File: src/rtl/branch_cmp_bht_pkg.sv
// Shared CPU branch definitions: predicate-select encoding used by the
// decoder and the ID-stage comparator, plus default datapath widths.
package branch_cmp_bht_pkg;

    localparam int BR_OP_W = 3;

    localparam logic [BR_OP_W-1:0] BR_NONE = 3'd0;
    localparam logic [BR_OP_W-1:0] BR_EQ   = 3'd1;
    localparam logic [BR_OP_W-1:0] BR_NE   = 3'd2;
    localparam logic [BR_OP_W-1:0] BR_LEZ  = 3'd3;
    localparam logic [BR_OP_W-1:0] BR_GTZ  = 3'd4;
    localparam logic [BR_OP_W-1:0] BR_LTZ  = 3'd5;
    localparam logic [BR_OP_W-1:0] BR_GEZ  = 3'd6;

    localparam int DEF_WIDTH    = 32;
    localparam int DEF_PC_WIDTH = 32;

    // True for the six real conditional-branch predicates; NONE and the
    // reserved code 7 are not branches.
    function automatic logic br_op_is_branch(input logic [BR_OP_W-1:0] op);
        return (op >= BR_EQ) && (op <= BR_GEZ);
    endfunction

endpackage

File: src/rtl/branch_cmp_bht_sat_table.sv
// bht_sat_table: array of saturating taken/not-taken counters with one
// combinational read port (MSB = prediction) and one write port that
// applies a saturating increment/decrement. No read/write bypass: a read
// of the entry being written returns the pre-update value.
module bht_sat_table #(
    parameter int BHT_DEPTH = 64,
    parameter int CTR_BITS  = 2,
    localparam int IDX_W    = $clog2(BHT_DEPTH)
) (
    input  logic             clk,
    input  logic             reset,
    input  logic [IDX_W-1:0] i_rd_idx,
    output logic             o_rd_taken,
    input  logic             i_wr_en,
    input  logic [IDX_W-1:0] i_wr_idx,
    input  logic             i_wr_taken
);

    // Weakly not-taken: 0111..1 pattern, e.g. 01 for two-bit counters.
    localparam logic [CTR_BITS-1:0] CTR_INIT = {1'b0, {(CTR_BITS-1){1'b1}}};
    localparam logic [CTR_BITS-1:0] CTR_MAX  = {CTR_BITS{1'b1}};
    localparam logic [CTR_BITS-1:0] CTR_ONE  = CTR_BITS'(1);

    logic [CTR_BITS-1:0] r_ctr [BHT_DEPTH];
    logic [CTR_BITS-1:0] w_cur;
    logic [CTR_BITS-1:0] w_next;

    assign o_rd_taken = r_ctr[i_rd_idx][CTR_BITS-1];
    assign w_cur      = r_ctr[i_wr_idx];

    // Saturating step toward the resolved direction.
    always_comb begin
        w_next = w_cur;
        if (i_wr_taken) begin
            if (w_cur != CTR_MAX) w_next = w_cur + CTR_ONE;
        end else begin
            if (w_cur != '0) w_next = w_cur - CTR_ONE;
        end
    end

    // Reset wins over a pending write so an in-flight update is dropped.
    always_ff @(posedge clk) begin
        if (!reset) begin
            for (int i = 0; i < BHT_DEPTH; i++) r_ctr[i] <= CTR_INIT;
        end else if (i_wr_en) begin
            r_ctr[i_wr_idx] <= w_next;
        end
    end

endmodule

File: src/rtl/branch_cmp_bht.sv
// branch_cmp_bht: ID-stage MIPS branch comparator with a one-cycle resolve
// register and a PC-indexed saturating-counter branch history table.
// Optional statistics counters are built when BRANCH_CMP_STATS_EN is defined.
module branch_cmp_bht
    import branch_cmp_bht_pkg::*;
#(
    parameter int WIDTH     = DEF_WIDTH,
    parameter int PC_WIDTH  = DEF_PC_WIDTH,
    parameter int BHT_DEPTH = 64,
    parameter int CTR_BITS  = 2
) (
    input  logic                clk,
    input  logic                reset,
    input  logic                stall,
    input  logic [PC_WIDTH-1:0] if_pc,
    output logic                if_pred_taken,
    input  logic                id_valid,
    input  logic [BR_OP_W-1:0]  id_br_op,
    input  logic [PC_WIDTH-1:0] id_pc,
    input  logic [WIDTH-1:0]    id_rd1,
    input  logic [WIDTH-1:0]    id_rd2,
    input  logic                id_pred_taken,
    output logic                id_taken,
    output logic                res_valid,
    output logic                res_taken,
    output logic                res_mispredict
`ifdef BRANCH_CMP_STATS_EN
    ,
    output logic [31:0]         stat_branches,
    output logic [31:0]         stat_taken,
    output logic [31:0]         stat_mispredicts
`endif
);

    localparam int IDX_W = $clog2(BHT_DEPTH);

    logic             w_pred;
    logic             w_rd1_neg;
    logic             w_rd1_zero;
    logic             w_accept;
    logic [IDX_W-1:0] w_if_idx;
    logic [IDX_W-1:0] w_id_idx;
    logic             w_unused_pc_bits;

    logic             r_res_valid;
    logic             r_res_taken;
    logic             r_res_mispredict;
    logic [IDX_W-1:0] r_upd_idx;

    // Word-aligned PCs: drop the byte offset, keep IDX_W index bits.
    assign w_if_idx = if_pc[IDX_W+1:2];
    assign w_id_idx = id_pc[IDX_W+1:2];
    assign w_unused_pc_bits = ^{if_pc, id_pc};

    assign w_rd1_neg  = id_rd1[WIDTH-1];
    assign w_rd1_zero = (id_rd1 == '0);

    // Branch predicate; zero-tests look at rd1 only, as a signed value.
    always_comb begin
        w_pred = 1'b0;
        case (id_br_op)
            BR_EQ:   w_pred = (id_rd1 == id_rd2);
            BR_NE:   w_pred = (id_rd1 != id_rd2);
            BR_LEZ:  w_pred = w_rd1_neg | w_rd1_zero;
            BR_GTZ:  w_pred = ~w_rd1_neg & ~w_rd1_zero;
            BR_LTZ:  w_pred = w_rd1_neg;
            BR_GEZ:  w_pred = ~w_rd1_neg;
            default: w_pred = 1'b0;
        endcase
    end

    assign id_taken = id_valid & w_pred;
    assign w_accept = id_valid & ~stall & br_op_is_branch(id_br_op);

    // Resolve register: single-cycle pulses, loaded once per advancing branch.
    always_ff @(posedge clk) begin
        if (!reset) begin
            r_res_valid      <= 1'b0;
            r_res_taken      <= 1'b0;
            r_res_mispredict <= 1'b0;
            r_upd_idx        <= '0;
        end else begin
            r_res_valid      <= w_accept;
            r_res_taken      <= w_accept & w_pred;
            r_res_mispredict <= w_accept & (w_pred ^ id_pred_taken);
            if (w_accept) r_upd_idx <= w_id_idx;
        end
    end

    assign res_valid      = r_res_valid;
    assign res_taken      = r_res_taken;
    assign res_mispredict = r_res_mispredict;

    bht_sat_table #(
        .BHT_DEPTH (BHT_DEPTH),
        .CTR_BITS  (CTR_BITS)
    ) u_bht (
        .clk        (clk),
        .reset      (reset),
        .i_rd_idx   (w_if_idx),
        .o_rd_taken (if_pred_taken),
        .i_wr_en    (r_res_valid),
        .i_wr_idx   (r_upd_idx),
        .i_wr_taken (r_res_taken)
    );

`ifdef BRANCH_CMP_STATS_EN
    logic [31:0] r_stat_branches;
    logic [31:0] r_stat_taken;
    logic [31:0] r_stat_mispredicts;

    // Free-running event counters, wrapping modulo 2^32.
    always_ff @(posedge clk) begin
        if (!reset) begin
            r_stat_branches    <= '0;
            r_stat_taken       <= '0;
            r_stat_mispredicts <= '0;
        end else begin
            if (r_res_valid)                r_stat_branches    <= r_stat_branches + 32'd1;
            if (r_res_valid & r_res_taken)  r_stat_taken       <= r_stat_taken + 32'd1;
            if (r_res_mispredict)           r_stat_mispredicts <= r_stat_mispredicts + 32'd1;
        end
    end

    assign stat_branches    = r_stat_branches;
    assign stat_taken       = r_stat_taken;
    assign stat_mispredicts = r_stat_mispredicts;
`endif

endmodule

File: config.mk
export PLATFORM = sky130hd
export DESIGN_NAME = branch_cmp_bht
export DESIGN_NICKNAME = d
export VERILOG_FILES = /design/src/rtl/branch_cmp_bht_pkg.sv /design/src/rtl/branch_cmp_bht_sat_table.sv /design/src/rtl/branch_cmp_bht.sv
export SDC_FILE = /design/constraint.sdc
export NUM_CORES = 1
export LEC_CHECK = 0
export BUFFER_PORTS_ARGS = -buffer_cell sky130_fd_sc_hd__buf_2
export CAP_MARGIN = 30
export CELL_PAD_IN_SITES_DETAIL_PLACEMENT = 1
export CELL_PAD_IN_SITES_GLOBAL_PLACEMENT = 1
export CORE_MARGIN = 3
export CORE_UTILIZATION = 48
export CTS_CLUSTER_DIAMETER = 100
export DETAILED_ROUTE_END_ITERATION = 10
export PLACE_DENSITY_LB_ADDON = 0.1
export SLEW_MARGIN = 5
export SYNTH_ARGS = -nofsm -noshare
export SYNTH_HDL_FRONTEND = slang
export SYNTH_HIERARCHICAL = 1
export SYNTH_SLANG_ARGS = --single-unit
File: constraint.sdc
create_clock -name clk -period 6.2 [get_ports clk]
set_input_delay 0 -clock clk [delete_from_list [all_inputs] [get_ports clk]]
set_output_delay 0 -clock clk [all_outputs]
set_load 0.02 [all_outputs]
==> After elaboration in Yosys (flattened, before gate mapping) <==
Memories as Yosys holds them, arrays and structs flattened. A register that Yosys moved wholly into a read port is not among the register bits.
Cells that the tools add are included.
{ "totals": {"regBits": 9, "ram_bits": 128, "in_bits": 136, "out_inout_bits": 5, "wordCells": 46, "memories": 1} }
{ "mem_list": {"columns": ["memory", "words", "width", "rd", "rd_ports_with_merged_regs", "write_ports", "line_no", "text"], "rows": [
  ["u_bht.r_ctr", 64, 2, 2, 1, 64, "branch_cmp_bht_sat_table.sv:24", "logic [CTR_BITS-1:0] r_ctr [BHT_DEPTH];"]
]} }
{ "classes": {"addsub": 2, "order_cmp": 2, "n_eq_ne": 9, "muxes": 13, "bitwise": 11, "reduce_logical": 4} }
{ "op_table": {"columns": ["op", "count"], "rows": [
  ["equality test 32 bit", 1],
  ["logical NOT 32 bit", 1],
  ["!= test 32 bit", 1],
  ["2-to-1 mux 6 bit", 3],
  ["equality test 3 bit, second input constant", 3],
  ["2-to-1 mux 2 bit", 4],
  ["bitwise AND 1 bit", 6],
  ["equality test 3 x 2 -> 1 bit, second input constant", 2],
  ["one-hot mux 1 bit (6 select lines)", 1],
  ["2-to-1 mux 1 bit", 5],
  ["equality test 3 x 1 -> 1 bit, second input constant", 1],
  ["greater-or-equal comparator 3 x 1 -> 1 bit, second input constant", 1],
  ["<= comparator 3 bit, second input constant", 1],
  ["inverter 1 bit", 3],
  ["adder 2 x 1 -> 2 bit, second input constant", 1],
  ["!= test 2 bit, second input constant", 1],
  ["nonzero test 2 bit", 1],
  ["OR reduction 2 bit", 1],
  ["subtractor 2 x 1 -> 2 bit, second input constant", 1],
  ["logical AND 1 bit", 1],
  ["bitwise OR 1 bit", 1],
  ["XOR 1 bit", 1]
]} }

==> Longest topological paths before layout <==
Gate-level depths: netlist (run 1).
{ "logic_depth": {"word_depth": 6, "depth_mapped": 12, "mapped_depth_nobuf": 7} }

==> Modules after synthesis <==
Netlist (run 1), hierarchy kept.
{ "modules_own_cells": {"columns": ["mod", "n_inst", "cells_each", "area_each_um2", "seq_area_each_um2"], "rows": [
  ["bht_sat_table", 1, 622, 6993.0, 3843.7],
  ["branch_cmp_bht", 1, 95, 873.3, 180.2]
]} }

==> Worst setup path before layout (run 1) <==
OpenSTA, ideal clock, no wires.
{ "synth_timing": {"kind": "reg2reg", "startpoint": "register r_upd_idx[1]", "endpoint": "memory u_bht.r_ctr[56][1], data pin", "setup_ns": 0.269, "t_arrival_ns": 2.335, "slack_ns": 3.596, "stages_incl_launch_ff": 11, "n_path_buf": 3, "period_less_slack_ns": 2.604, "cell_sequence": "dfxtp_1 -> buf_2 -> mux4_2 -> a221oi_1 -> nor2_1 -> nor3_1 -> and4_1 -> maj3_1 -> buf_2 -> buf_4 -> nor3_1"} }
{ "synth_lines": {"columns": ["item", "line_no", "text"], "rows": [
  ["from (decl)", "branch_cmp_bht.sv:48", "logic [IDX_W-1:0] r_upd_idx;"],
  ["from (signal assigned)", "branch_cmp_bht.sv:86", "if (w_accept) r_upd_idx <= w_id_idx;"],
  ["to (decl)", "branch_cmp_bht_sat_table.sv:24", null]
]} }

==> results.py, run 1 <==
metrics = {
    "sta": {
        "timing.fmax_mhz": 242,
        "finalCritPeriodShare": 0.666,
        "worst_pin_slew_ps": 986,
        "drv_slew": 0,
        "fin_skew_ps": 11.2,
        "period_needed_ps": 4130,
        "final_hold_viol_count": 0,
        "setup_viol_count_final": 0,
        "relSlewSlack": 0.340,
        "rsz0062_at_grt": "false",
        "finalSetupTns_ps": 0,
        "fin_hold_ws_ps": 38.1,
    },
    "finish": {
        "drive_above_1_share": 0.239,
        "n_antenna_cell": 0,
        "finalInstanceArea_um2": 9180,
        "final_cell_mix": "128 x edfxtp_1, 92 x nand2_1, 88 x buf_2",
        "final_common_cell": "edfxtp_1",
        "num-nets-final": 925,
        "multi_input_area_um2": 3470,
        "fillCellCount": 1730,
        "layout-area-overhead-vs-synth_pct": 16.7,
        "seqCellArea_um2": 4030,
    },
    "floorplanning": {
        "ios": 141,
        "die_area_um2": 18000,
        "initial_core_util": 0.493,
        "core_um2": 15900,
        "rows": 46,
        "die_w_um": 134,
        "fp.dieH_um": 134,
    },
    "flow_run": {
        "cap_violations": 0,
    },
    "global_routing": {
        "grt_pass1_vias": 7052,
        "antenna_found_initial": 0,
        "grt_max_degree": 54,
        "overflow": 0,
        "grt_pass1_wl_um": 40400,
        "track_usage": 0.302,
    },
    "critical_path": {
        "crit_required_ps": 6330,
        "path_class": "reg2reg",
        "startpoint_type": "flip-flop",
        "path_max_fanout": 26,
        "cp-end-kind": "flip-flop",
        "crit_arrival_ps": 4260,
    },
    "clock_network": {
        "cts_buffers": 17,
        "cts_max_path_buffers": 2,
        "clock-sinks": 137,
        "cts_root_buffer": "clkbuf_16",
        "cts-htree-levels": 4,
        "cts_setup_buffers": 0,
        "clk_pin_slew_ps": 60,
        "clk_latency_ps": 430,
        "tritoncts": "done",
    },
    "power_and_ir_drop": {
        "p_leak_nw": 2.89,
        "power_density_nw_per_um2": 268,
        "ir_drop_v": 0.000202,
    },
    "drt": {
        "vias_per_cell": 6.57,
        "drt-total-wl_um": 26900,
        "drtAntennaViolNets": 0,
        "drt_iter0_drc": 733,
        "routedWlPerCell_um": 26.4,
        "post-route-drc-count": 0,
        "num_vias": 6690,
        "firstDrtPassIters": 5,
    },
    "synth": {
        "yosys.cell_types.count": 59,
        "ys_warn_count": 6,
        "ys.flop_type": "edfxtp_1",
        "syn-num-nets": 853,
        "synth-edff-count": 128,
        "syn_inst": 717,
        "synth_seq_cells": 137,
        "synth_area_um2": 7870,
        "ys_seq_area_frac": 0.512,
        "syn_avg_cell_area_um2": 11.0,
        "async_flop_share": 0,
    },
    "place": {
        "place_area_um2": 8400,
        "place_hpwl_um": 18200,
        "gp_congestion": 0.904,
        "io_buffers": 88,
    },
    "hold_path": {
        "hp-class": "in2reg",
    },
    "status": {
        "status": "finished clean",
    },
}
[synth_stat cells, types with 9 or more instances]
library cell | n | area, um^2
clkbuf_1 | 34 | 128
a22oi_1 | 11 | 82.6
edfxtp_1 | 128 | 3840
nor2_1 | 51 | 191
a221oi_1 | 12 | 105
mux2i_1 | 24 | 240
o21ai_0 | 34 | 170
nor2b_1 | 11 | 68.8
nor3_1 | 36 | 180
nand2_1 | 92 | 345
dfxtp_1 | 9 | 180
xnor2_1 | 32 | 280
mux4_2 | 27 | 608
buf_2 | 16 | 80.1
nand4_1 | 14 | 87.6
nand3_1 | 71 | 355
[area by class of cell]
cell class	instances	area share
sequential	137	0.438
multi-input combinational	505	0.378
timing repair buffer	123	0.0833
clock buffer	21	0.0501
tap	216	0.0294
clock inverter	11	0.0187
inverter	5	0.00204
[report_power, final]
part	switching (W)	internal, W
combinational	0.000201	0.000122
clock	0.000391	0.000694
sequential	0.0000227	0.00103
[worst max-delay path: stages, from the launching register on]
cell and delay [ps]:
dfxtp_1 870, nor2b_2 940, nand2_1 110, nand4_1 200, nand4_1 140, nor4_2 370, maj3_2 610, buf_16 240
buf_4 220, nand3_1 110
[final timing paths]
| check | start | to | slack [ps] | cells past startpoint |
|---|---|---|---|---|
| hold / removal | id_valid | res_valid | 40 | 4 |
| hold reg to reg | r_upd_idx[1] | u_bht/r_ctr[22][0] | 880 | 3 |
| setup reg to reg | r_upd_idx[0] | u_bht/r_ctr[49][0] | 2070 | 9 |
| setup / recovery | r_upd_idx[0] | u_bht/r_ctr[49][0] | 2070 | 9 |
[timing repair]
item / CTS / global route
gates resized for setup: 0 / 0
hold buffers: 12 / 0
hold endpoints to repair: 9 / 0
[stage by stage]
| stage | utilization | power, W | worst slack, ps | instances |
|---|---|---|---|---|
| 6_report | 0.576 | 0.00246 | 2070 | 1018 |
| 3_3_place_gp | 0.524 | 0.00136 | 2040 | 969 |
| 3_5_place_dp | 0.527 | 0.00137 | 2000 | 973 |
| 4_1_cts | 0.574 | 0.00245 | 1970 | 1017 |
| 2_1_floorplan | - | 0.00127 | 3600 | 717 |
| 5_1_grt | 0.576 | 0.00253 | 1890 | 1018 |
[registers in the layout (all words and copies together), names as in the netlist]
register,flops
u_bht/r_ctr,128
r_upd_idx,6
res_mispredict,1
res_taken,1
res_valid,1
[logic make-up (layout without fill, tap and decap cells)]
kind of cell,after synthesis,after routing,synth area share
XOR/XNOR,33,33,0.0367
multiplexers,56,56,0.115
buffers and inverters,75,160,0.0480
adder cells (fa/ha/maj),2,2,0.00270
flip-flops,137,137,0.512
AO/OA/AOI/OAI,98,98,0.0875
AND/OR/NAND/NOR,316,316,0.199
[layer usage]
metal,share of wire,vias to the layer above,GRT usage
met5,0,-,0
met4,0.033,0,0.119
met3,0.088,71,0.0608
met2,0.50,414,0.515
met1,0.38,3345,0.379
li1,-,2860,-
Power figures use the tool's default switching activity.
==> run 2: changes to the inputs <==
Settings changed: CORE_UTILIZATION 48 to 40.
Clock period 6.2 ns to 3.37 ns, I/O delays scaled along.
==> run 2 against run 1 <==
  * Critical path depth up 1
  * Clock skew grew 4.9 ps
  * Die area is 19% higher
  * First-iteration DRC count down 13%
  * Power up 85%
  * Wire length is 3.2% higher
  * Critical endpoint is now u_bht/r_ctr[29][0]
==> results.py, run 2 (synthesized netlist as in run 1, its figures left out) <==
metrics = {
    "sta": {
        "relSlewSlack": 0.483,
        "setup_viol_count_final": 0,
        "period_needed_ps": 3240,
        "finalSetupTns_ps": 0,
        "final_hold_viol_count": 0,
        "rsz0062_at_grt": "false",
        "worst_pin_slew_ps": 772,
        "finalCritPeriodShare": 0.961,
        "timing.fmax_mhz": 309,
        "fin_skew_ps": 16.1,
        "drv_slew": 0,
    },
    "hold_path": {
        "hp-class": "in2reg",
        "min_path_cells": 4,
    },
    "flow_run": {
        "cap_violations": 0,
    },
    "drt": {
        "highest_layer": "met4",
        "wl_met1_um": 11500,
        "routedWlPerCell_um": 25.6,
        "firstDrtPassIters": 5,
        "drt-total-wl_um": 27800,
        "post-route-drc-count": 0,
        "vias_per_cell": 6.19,
        "dr_wl_met3_um": 2200,
        "drtAntennaViolNets": 0,
        "drt_iter0_drc": 635,
        "num_vias": 6721,
        "wl_met2_um": 13400,
    },
    "finish": {
        "drive_above_1_share": 0.264,
        "final_common_cell": "edfxtp_1",
        "reg_top3": "u_bht/r_ctr: 128 flops, r_upd_idx: 6 flops",
        "regMostFlops": "u_bht/r_ctr",
        "layout-area-overhead-vs-synth_pct": 19.6,
        "largest_reg_flops": 128,
        "final_cell_mix": "128 x edfxtp_1, 92 x nand2_1, 88 x buf_2",
        "n_antenna_cell": 0,
        "num-nets-final": 948,
    },
    "floorplanning": {
        "fp.dieH_um": 146,
        "rows": 50,
        "core_um2": 19000,
        "initial_core_util": 0.414,
        "ios": 141,
        "die_area_um2": 21400,
        "die_w_um": 146,
    },
    "critical_path": {
        "path_class": "reg2reg",
        "crit_chain": "nor2b_1 -> buf_4 -> a221oi_1 -> o21ai_1 -> a22o_1 -> nor4_2 -> maj3_2 -> buf_12 -> buf_12 -> nand3_1",
        "path_max_fanout": 39,
        "cp-end-kind": "flip-flop",
        "path_common_cell": "buf_12",
        "crit_arrival_ps": 3380,
        "critPathSlowestCell": "dfxtp_4",
        "reg2regPathDepth": 10,
        "startpoint_type": "flip-flop",
        "critPathMaxStageDelay_ps": 490,
        "crit_required_ps": 3510,
    },
    "clock_network": {
        "cts_root_buffer": "clkbuf_16",
        "cts_max_path_buffers": 2,
        "clk_pin_slew_ps": 70,
        "clk_latency_ps": 440,
        "cts-htree-levels": 4,
        "cts_buffers": 17,
        "clock-sinks": 137,
        "tritoncts": "done",
    },
    "power_and_ir_drop": {
        "switching_share": 0.272,
        "p_leak_nw": 3.01,
        "power_density_nw_per_um2": 484,
        "intPower_w": 0.00331,
        "power_frac_seq": 0.422,
        "clkPwrFrac": 0.439,
        "ir_drop_v": 0.000339,
        "finalPower_w": 0.00455,
        "net-switching-power_w": 0.00124,
        "pwr-share-comb": 0.139,
    },
    "global_routing": {
        "overflow": 0,
        "antenna_found_initial": 0,
        "grt_pass1_wl_um": 41600,
        "grt_max_degree": 63,
        "grt_pass1_vias": 6894,
        "track_usage": 0.258,
    },
    "place": {
        "place_hpwl_um": 19400,
        "io_buffers": 88,
        "gp_congestion": 0.911,
    },
    "status": {
        "status": "finished clean",
    },
}
-- run 2: changes by cell type in the layout (fill, tap and decap cells not counted), moves of 2 or more --
cell | previous run | this run
buf_12 | 0 | 3
buf_6 | 3 | 0
dfxtp_1 | 8 | 6
clkbuf_1 | 2 | 0
buf_4 | 19 | 43
clkbuf_8 | 2 | 0
inv_6 | 0 | 4
-- run 2: worst paths after layout --
path,start,endpoint,slack (ps)
worst min-delay path,id_valid,res_valid,40
worst max register to register,r_upd_idx[1],u_bht/r_ctr[29][0],130
worst max-delay path,r_upd_idx[1],u_bht/r_ctr[29][0],130
worst min register to register,r_upd_idx[0],r_upd_idx[0],650
-- run 2: what timing repair did --
item / CTS / global route
gates resized for setup: 0 / 3
hold buffers: 12 / 0
endpoints found under the hold margin: 9 / 0
setup buffers: 0 / 1
setup endpoints to repair: 0 / 61
-- run 2: area by class of cell --
type / count / area, um^2
clock buffers: 17 / 425
well taps: 260 / 325
inverters: 5 / 18.8
fillers: 2079 / 9610
repair buffers: 146 / 943
clock inverters: 15 / 191
multi-input cells: 505 / 3470
flip-flops and latches: 137 / 4030
-- run 2: metal layers --
layer,global-route usage,vias up
li1,-,2898
met1,0.346,3437
met2,0.419,334
met3,0.0534,52
met4,0.0884,0
met5,0,-
-- run 2: worst max-delay path, delay by kind of cell (launching register included) --
family | cells | cell delay [ps]
AO/OA/AOI/OAI | 3 | 910
AND/OR/NAND/NOR | 3 | 600
buffers and inverters | 3 | 590
flip-flops | 1 | 490
adder cells (fa/ha/maj) | 1 | 320
-- run 2: power by group through the flow --
stage | clock, W | sequential [W] | combinational [W]
3_5_place_dp | 0 | 0.00196 | 0.000605
5_1_grt | 0.00209 | 0.00192 | 0.000677
6_report | 0.00200 | 0.00192 | 0.000635
4_1_cts | 0.00203 | 0.00192 | 0.000619
2_1_floorplan | 0 | 0.00193 | 0.000398
3_3_place_gp | 0 | 0.00195 | 0.000593
-- run 2: metrics by stage --
stage / util / hold slack, ps / setup WS [ps] / instances / instance area (um^2)
floorplan: - / 128 / 766 / 717 / 7870
global placement: 0.454 / 257 / 179 / 1040 / 8640
detailed placement: 0.454 / 273 / 31.3 / 1040 / 8640
CTS: 0.493 / 24.0 / 18.7 / 1084 / 9380
global route: 0.495 / 55.4 / 2.32 / 1085 / 9410
finish: 0.495 / 42.6 / 132 / 1085 / 9410
==> run 3: changes to the inputs <==
Settings changed: ABC_AREA set to 1, CORE_UTILIZATION 40 to 37.
==> run 3 against run 2 <==
  * Core utilization fell by 5.4 points
  * Power down 2.3%
  * Final area up 6.7%
  * Sequential share of layout area fell by 2.7 points
  * Non-clock buffer count is 22 lower
  * Clock skew fell by 0.74 ps
  * Register-to-register slack better by 530 ps
  * Clock-buffer cell count stayed put
  * Clock power shrank 10%
  * Critical path type unchanged
==> results.py, run 3 <==
metrics = {
    "status": {
        "status": "finished clean",
    },
    "drt": {
        "drtAntennaViolNets": 0,
        "dr_wl_met3_um": 1280,
        "wl_met1_um": 12300,
        "wl_met2_um": 14200,
        "drt-total-wl_um": 28400,
        "highest_layer": "met4",
        "routedWlPerCell_um": 17.8,
        "vias_per_cell": 5.00,
        "num_vias": 7990,
        "firstDrtPassIters": 5,
        "post-route-drc-count": 0,
        "drt_iter0_drc": 497,
    },
    "synth": {
        "syn_inst": 1187,
        "synthSimpleGateAreaFrac": 0.351,
        "syn_avg_cell_area_um2": 7.27,
        "synth_mux_area_frac": 0,
        "synth_common_cells": "405 x nand2_1, 216 x nor2_1, 128 x edfxtp_1, 128 x inv_1, 91 x nand3_1",
        "synth-edff-count": 128,
        "synth_compound_area_frac": 0.0585,
        "synthAdderAreaFrac": 0,
        "async_flop_share": 0,
        "synthXorXnorAreaFrac": 0.0273,
        "synth_area_um2": 8620,
        "synth.most_common_cell": "nand2_1",
        "yosysTopAreaCellShare": 0.446,
        "ys_top_cells_by_area": "edfxtp_1 45%, nand2_1 18%, nor2_1 9.4%",
        "synth_seq_cells": 137,
        "yosys.cell_types.count": 34,
        "ys_seq_area_frac": 0.467,
        "yosys.area.top_type": "edfxtp_1",
        "ys.flop_type": "edfxtp_1",
        "syn-num-nets": 1323,
        "synth_top_family_by_area": "simple AND/OR/NAND/NOR gates",
        "ys_warn_count": 6,
    },
    "power_and_ir_drop": {
        "power_density_nw_per_um2": 443,
        "ir_drop_v": 0.000259,
        "pwr-share-comb": 0.164,
        "p_leak_nw": 4.01,
        "net-switching-power_w": 0.00130,
        "clkPwrFrac": 0.406,
        "power_frac_seq": 0.430,
        "intPower_w": 0.00314,
        "switching_share": 0.293,
    },
    "finish": {
        "num-nets-final": 1407,
        "final_common_cell": "nand2_1",
        "largest_reg_flops": 128,
        "final_cell_mix": "404 x nand2_1, 216 x nor2_1, 128 x inv_1, 128 x edfxtp_1, 91 x nand3_1",
        "drive_above_1_share": 0.132,
        "reg_top3": "u_bht/r_ctr: 128 flops, r_upd_idx: 6 flops",
        "fillCellCount": 2892,
        "finalInstanceArea_um2": 10000,
        "seqCellArea_um2": 4030,
        "n_antenna_cell": 0,
        "multi_input_area_um2": 3760,
        "layout-area-overhead-vs-synth_pct": 16.3,
        "regMostFlops": "u_bht/r_ctr",
    },
    "place": {
        "gp_congestion": 0.798,
        "io_buffers": 88,
        "place_area_um2": 9330,
        "place_hpwl_um": 18900,
    },
    "floorplanning": {
        "die_w_um": 159,
        "rows": 55,
        "initial_core_util": 0.379,
        "ios": 141,
        "fp.dieH_um": 159,
        "core_um2": 22800,
        "die_area_um2": 25200,
    },
    "critical_path": {
        "worst-path-buf-inv": 2,
        "critPathMaxStageDelay_ps": 670,
        "crit_chain": "inv_1 -> nor2_2 -> nand3_1 -> nor2_1 -> inv_1 -> nand2_1",
        "crit_required_ps": 3500,
        "crit_cells": 6,
        "path_class": "reg2reg",
        "path_max_fanout": 10,
        "reg2regPathDepth": 6,
        "crit_arrival_ps": 2840,
        "rrSetupSlack_ps": 660,
        "worstSetupEndpoint": "u_bht/r_ctr[3][0]",
        "critPathSlowestCell": "nand3_1",
        "path_common_cell": "inv_1",
        "r2r-end": "u_bht/r_ctr[3][0]",
        "startpoint_type": "flip-flop",
        "cpLargestDelayFamily": "simple AND/OR/NAND/NOR gates",
        "cp-end-kind": "flip-flop",
        "crit_path_start": "r_upd_idx[1]",
        "r2r-start": "r_upd_idx[1]",
    },
    "sta": {
        "finalSetupTns_ps": 0,
        "fin_skew_ps": 15.4,
        "rsz0062_at_grt": "false",
        "finalCritPeriodShare": 0.804,
        "worst_pin_slew_ps": 901,
        "setup_viol_count_final": 0,
        "final_hold_viol_count": 0,
        "timing.fmax_mhz": 369,
        "relSlewSlack": 0.399,
        "drv_slew": 0,
        "period_needed_ps": 2710,
    },
    "clock_network": {
        "cts_root_buffer": "clkbuf_16",
        "cts-htree-levels": 4,
        "tritoncts": "done",
        "clock-sinks": 137,
        "cts_buffers": 17,
        "clk_latency_ps": 420,
        "cts_max_path_buffers": 2,
        "cts_resized": 0,
        "clk_pin_slew_ps": 70,
    },
    "hold_path": {
        "hp-class": "in2reg",
    },
    "global_routing": {
        "overflow": 0,
        "antenna_found_initial": 0,
        "grt_max_degree": 79,
        "track_usage": 0.234,
        "grt_pass1_wl_um": 44700,
        "grt_pass1_vias": 8415,
    },
    "flow_run": {
        "cap_violations": 0,
    },
}
[run 3: cell type report]
class	count	share of cell area
clock buffer	17	0.0424
clock inverter	15	0.0140
inverter	134	0.0501
multi-input combinational	857	0.375
sequential	137	0.401
tap	313	0.0390
timing repair buffer	124	0.0781
[run 3: routing by layer]
| layer | vias to the layer above | GRT usage |
|---|---|---|
| met5 | - | 0 |
| met4 | 0 | 0.0651 |
| met1 | 3861 | 0.293 |
| li1 | 3920 | - |
| met2 | 169 | 0.419 |
| met3 | 40 | 0.0353 |
[run 3: logic make-up (layout without fill, tap and decap cells)]
group                     Yosys count  in the layout
buffers and inverters             193            290
AOI/OAI and AO/OA                  86             86
and+or+nand+nor                   745            745
xor gates and xnor gates           26             26
DFF                               137            137
[run 3: through the flow]
step | instances | power [W] | utilization | hold slack, ps | worst slack [ps]
finish | 1597 | 0.00445 | 0.440 | 75.6 | 659
global route | 1597 | 0.00464 | 0.440 | 100 | 405
detailed placement | 1551 | 0.00267 | 0.410 | 232 | 633
CTS | 1597 | 0.00448 | 0.440 | 59.9 | 600
floorplan | 1187 | 0.00240 | - | 135 | 1380
global placement | 1551 | 0.00266 | 0.410 | 227 | 645
[run 3: worst min-delay path, cell delays in order]
cell and delay, ps:
buf_2 90, inv_1 90, nor3_4 80, inv_2 130
nor2_4 50
[run 3: power by group through the flow]
stage	logic [W]	clock network, W	registers, W
2_1_floorplan	0.000465	0	0.00194
3_3_place_gp	0.000710	0	0.00195
3_5_place_dp	0.000717	0	0.00195
4_1_cts	0.000733	0.00183	0.00191
5_1_grt	0.000812	0.00191	0.00192
6_report	0.000728	0.00180	0.00191
[run 3: repair_timing]
item | in CTS | in global routing
setup buffers | 0 | 0
endpoints found under the hold margin | 8 | 0
hold buffers | 14 | 0
endpoints found under the setup margin | 0 | 0
[run 3: worst min-delay path by stage]
stage	startpoint	end	slack, ps	cells after the start
2_1_floorplan	id_pc[2]	r_upd_idx[0]	130	2
3_3_place_gp	id_pc[2]	r_upd_idx[0]	230	3
3_5_place_dp	id_pc[2]	r_upd_idx[0]	230	3
4_1_cts	id_valid	res_valid	60	5
5_1_grt	id_valid	res_valid	100	5
6_report	id_valid	res_valid	80	5
